**config.mk**
```make
export PLATFORM = sky130hd
export DESIGN_NAME = traffic_light_monitor
export DESIGN_NICKNAME = d
export VERILOG_FILES = /design/src/rtl/traffic_light_monitor.sv
export SDC_FILE = /design/constraint.sdc
export NUM_CORES = 1
export LEC_CHECK = 0
export CORE_ASPECT_RATIO = 0.75
export CORE_UTILIZATION = 48
export DETAILED_ROUTE_END_ITERATION = 10
export PLACE_DENSITY_LB_ADDON = 0.3
export SYNTH_ARGS = -nofsm -noshare
export SYNTH_HDL_FRONTEND = slang
export SYNTH_SLANG_ARGS = --single-unit
```
**constraint.sdc**
```tcl
create_clock -name clk -period 2.5 [get_ports clk]
set_input_delay 0.5 -clock clk [delete_from_list [all_inputs] [get_ports clk]]
set_output_delay 0.5 -clock clk [all_outputs]
set_load 0.1 [all_outputs]
```
**src/rtl/traffic_light_monitor.sv**
```systemverilog
// Passive NS/EW traffic-light checker: decodes the lights bus into a phase, flags illegal
// encodings and phase sequences, and counts cycles/errors. Define TLM_STICKY_ERR_EN for sticky flags.
module traffic_light_monitor #(
  parameter int unsigned CNT_W = 8
) (
  input  logic             clk,
  input  logic             rstn,
  input  logic [5:0]       lights,
  input  logic             carew,
  input  logic             err_clr,
  output logic [1:0]       phase,
  output logic             phase_valid,
  output logic             err_enc,
  output logic             err_trans,
  output logic [CNT_W-1:0] cycle_cnt,
  output logic [CNT_W-1:0] err_cnt
);

  logic [1:0] prev_phase;
  logic       prev_ok;
  logic       carew_q;
  logic       first;

  logic       legal;
  logic [1:0] new_phase;
  logic [1:0] next_exp;
  logic       new_enc;
  logic       new_trans;
  logic       wrap;

  always_comb begin
    legal     = 1'b1;
    new_phase = 2'd0;
    unique case (lights)
      6'b001100: new_phase = 2'd0;
      6'b010100: new_phase = 2'd1;
      6'b100001: new_phase = 2'd2;
      6'b100010: new_phase = 2'd3;
      default:   legal     = 1'b0;
    endcase

    // Phase 0 only advances when EW demand was seen on the previous edge.
    unique case (prev_phase)
      2'd0:    next_exp = carew_q ? 2'd1 : 2'd0;
      2'd1:    next_exp = 2'd2;
      2'd2:    next_exp = 2'd3;
      default: next_exp = 2'd0;
    endcase

    new_enc   = !legal;
    new_trans = legal && (first ? (new_phase != 2'd0)
                                : (prev_ok && (new_phase != next_exp)));
    wrap      = legal && !first && prev_ok && (prev_phase == 2'd3) && (new_phase == 2'd0);
  end

`ifndef TLM_STICKY_ERR_EN
  logic unused_err_clr;
  assign unused_err_clr = err_clr;
`endif

  always_ff @(posedge clk or negedge rstn) begin
    if (!rstn) begin
      phase       <= 2'd0;
      phase_valid <= 1'b0;
      err_enc     <= 1'b0;
      err_trans   <= 1'b0;
      cycle_cnt   <= '0;
      err_cnt     <= '0;
      prev_phase  <= 2'd0;
      prev_ok     <= 1'b0;
      carew_q     <= 1'b0;
      first       <= 1'b1;
    end else begin
      carew_q <= carew;
      if (legal) begin
        phase       <= new_phase;
        phase_valid <= 1'b1;
        prev_phase  <= new_phase;
        prev_ok     <= 1'b1;
        first       <= 1'b0;
      end else begin
        phase_valid <= 1'b0;
        prev_ok     <= 1'b0;
      end

`ifdef TLM_STICKY_ERR_EN
      // A new error on the same edge as err_clr keeps the flag set.
      err_enc   <= new_enc   | (err_enc   & ~err_clr);
      err_trans <= new_trans | (err_trans & ~err_clr);
`else
      err_enc   <= new_enc;
      err_trans <= new_trans;
`endif

      if (wrap && (cycle_cnt != {CNT_W{1'b1}})) begin
        cycle_cnt <= cycle_cnt + CNT_W'(1);
      end
      if ((new_enc || new_trans) && (err_cnt != {CNT_W{1'b1}})) begin
        err_cnt <= err_cnt + CNT_W'(1);
      end
    end
  end

endmodule
```
==> results summary <==
After clock tree synthesis, the clock-pin slew on the worst setup and hold paths is 0.13 ns. 0 antenna diodes ended up in the layout. The fraction of layout instances using a drive strength above 1 came out at 0.340. The area of all placed cells without fillers came out at 1610 um2. The growth of design area from synthesis to finish came out at 29.2%. The minimum setup slack after placement came out at -0.0599 ns. The overall power of the completed layout is 1.62 mW. The tree is rooted in a sky130_fd_sc_hd__clkbuf_4.

The most frequent cell after synthesis is sky130_fd_sc_hd__dfrtp_1. In the global route stage, overall resource usage came out at 0.224. The tree built by TritonCTS fans out to 23 sinks. The design internal power is 0.740 mW.

The total of endpoints with negative setup slack in the final report is 0. The number of top-level design ports is 31. The leakage power came out at 0.743 nW. The maximum buffer depth of the clock tree came out at 2. In this run the worst path has a maximum fanout of 7. The buffers inserted during post-CTS setup optimization came out at 0.

The share of total power dissipated in combinational logic is 0.558. Data on the critical path arrives at its endpoint at 2.45 ns. The post-route fraction of the period consumed by the critical path came out at 0.897.

The final-report hold violation count came out at 0. The max-slew violation count is 0. In this run, synthesis produced a sequential element count of 23. The final layout contains 168 nets. In this run, post-CTS repair resized a total of 0 instances. The number of nets still failing antenna checks after routing is 0.

The insertion delay to the later sink of the worst-skew pair is 0.31 ns. Measured along the y axis, the die boundary spans 46.2 um. Global routing finished with a remaining overflow of 0. Excluding fillers, the count of instances in the completed layout stands at 187. The die is 60.9 um wide. The biggest area contributor in the post-synthesis netlist is sky130_fd_sc_hd__dfrtp_1. The maximum number of pins on one net before global-route repair came out at 24. The worst hold path belongs to the class flip-flop to flip-flop. The total net switching power came out at 0.877 mW. The total cell area at the placement stage is 1590 um2. The Yosys step of the flow raised 0 warnings.

The final weighted congestion in routability-driven placement came out at 0.813. The worst path setup slack after routing came out at 0.257 ns. The number of I/O port buffers is 29. The number of placement rows is 15. The count of flip-flops with a built-in enable after synthesis is 0. The total of max-cap violations came out at 0. The achievable clock frequency came out at 0.446 GHz. The time the final worst path needs with I/O delays and setup is 2.24 ns. The data required time at the worst endpoint is 2.71 ns. The die area is 2810 um2. After detailed routing, the total wire length is 2650 um.

The run finished with clean final reports. The type of origin of the critical path is a primary input. The critical path is of the primary input to flip-flop type. The post-detailed-route wirelength per cell is 14.2 um. Sorting the synthesized cells by how often they occur yields sky130_fd_sc_hd__dfrtp_1, sky130_fd_sc_hd__nand2_1, sky130_fd_sc_hd__xnor2_1. Yosys attributes the largest share of cell area to sky130_fd_sc_hd__dfrtp_1, sky130_fd_sc_hd__mux2_2, sky130_fd_sc_hd__xnor2_1. The starting DRC count in detailed routing is 17. Setup repair after global routing left no endpoint under its margin.

The setup TNS after final layout is 0 ns. Of the post-synthesis cell area, the dominant cell type holds 0.441. Counting the buffers created by CTS gives 3. The critical path capture point type is a flip-flop.

The share of the Yosys chip area taken by registers is 0.462. For the pin with the worst max-slew slack, the measured transition is 0.311 ns. The fraction of power consumed by the clock network is 0.105. The post-synthesis cell area is 1250 um2. The cell count after placement is 183. The worst clock skew on the final layout is 0.00668 ns. The number of global-route vias before repair came out at 945.

TritonCTS built the clock tree. Using the TritonRoute via totals, the vias-per-cell ratio works out to 5.31. Yosys mapped the design onto 35 distinct sky130hd cell types. The number of hold buffers added after cts is 0. The initial antenna violation count came to 0. The switching share of power came out at 0.542.

The net count of the mapped netlist is 127. Of the total power, registers draw 0.337. Among all flip-flop cells after synthesis, the most frequent one is sky130_fd_sc_hd__dfrtp_1. The post-synthesis async set-or-reset flop share came out at 1.00.

The utilization after layout is 0.676. Detailed routing inserted a total of 993 vias. The remaining max-slew budget at the tightest pin came out at 0.790. Detailed placement ended at an HPWL of 2100 um. The mean area per synthesized cell is 11.0 um2. The CTS H-tree depth is 1. The first-pass GRT wire length is 4350 um.

Synthesis produced a netlist whose cell count is 113. The number of detailed-route iterations in the first pass is 4. The core region is 2380 um2.

The final routed DRC violation total came out at 0. The total power density per cell area is 1000 nW/um2. The final hold slack came out at 0.508 ns. The initial core utilization is 0.523. The maximum vdd drop came out at 535 uV.
path summary, 6_finish.rpt:
check                      slack, ns         end  depth (start not counted)           from
hold / removal                  0.51       first                          2          first
max in group asynchronous       1.70       first                          2           rstn
min in group asynchronous       0.52     prev_ok                          2           rstn
setup / recovery                0.26  err_cnt[7]                          8      lights[4]
hold reg to reg                 0.51       first                          2          first
setup reg to reg                0.41  err_cnt[7]                          8  prev_phase[1]
power groups by stage:
stage	combinational [mW]	clock, mW	sequential (mW)
4_1_cts	0.910	0.177	0.544
3_5_place_dp	0.907	0	0.552
6_report	0.903	0.170	0.545
3_3_place_gp	0.890	0	0.545
2_1_floorplan	0.192	0	1.06
5_1_grt	0.949	0.198	0.558
worst max-delay path: stages:
cell,delay (ns)
sky130_fd_sc_hd__clkdlybuf4s50_1,0.58
sky130_fd_sc_hd__nor3b_1,0.29
sky130_fd_sc_hd__a32oi_1,0.15
sky130_fd_sc_hd__buf_4,0.17
sky130_fd_sc_hd__nand3_2,0.08
sky130_fd_sc_hd__nand3_4,0.12
sky130_fd_sc_hd__o2111ai_2,0.22
sky130_fd_sc_hd__mux2_1,0.34
cells by family (layout without fill, tap and decap cells):
kind of cell             Yosys count  count (layout)  synth area share
multiplexers                       7               7            0.0632
AO/OA/AOI/OAI                     19              19             0.122
buffers and inverters              6              46            0.0191
adder cells (fa/ha/maj)            4               4            0.0401
flip-flops                        23              23             0.462
AND/OR/NAND/NOR                   45              45             0.230
XOR/XNOR                           9               9            0.0632
placed cells by master, fill, tap and decap left out, types with 3 or more instances in the layout:
cell type                         netlist  final
sky130_fd_sc_hd__and3_1                 5      5
sky130_fd_sc_hd__buf_4                  0     29
sky130_fd_sc_hd__clkbuf_4               0      3
sky130_fd_sc_hd__clkdlybuf4s50_1        0      8
sky130_fd_sc_hd__dfrtp_1               22     20
sky130_fd_sc_hd__ha_1                   4      4
sky130_fd_sc_hd__inv_1                  5      5
sky130_fd_sc_hd__mux2_2                 6      6
sky130_fd_sc_hd__nand2_1               11     11
sky130_fd_sc_hd__nand2b_1               3      3
sky130_fd_sc_hd__nand3_1                5      5
sky130_fd_sc_hd__nor2_1                 6      6
sky130_fd_sc_hd__nor2b_1                3      3
sky130_fd_sc_hd__nor3b_1                3      3
sky130_fd_sc_hd__o21ai_0                4      4
sky130_fd_sc_hd__o21ai_1                4      4
sky130_fd_sc_hd__xnor2_1                7      7
area by class of cell:
type / instances / area, um2
fill: 193 / 772
multi-input combinational: 84 / 647
sequential: 23 / 579
timing repair buffer: 37 / 298
tap: 34 / 42.5
clock buffer: 4 / 26.3
inverter: 5 / 18.8
sequential cells by signal (all words and copies together), names as in the netlist:
name        count
prev_phase      2
first           1
err_enc         1
prev_ok         1
err_cnt         8
err_trans       1
carew_q         1
cycle_cnt       8
per-layer routing:
layer | global-route usage | share of wire
met5 | 0 | 0
met4 | 0.0682 | 0.022
met3 | 0.0730 | 0.043
met2 | 0.387 | 0.50
met1 | 0.268 | 0.44
(Power assumes the default switching activity.)
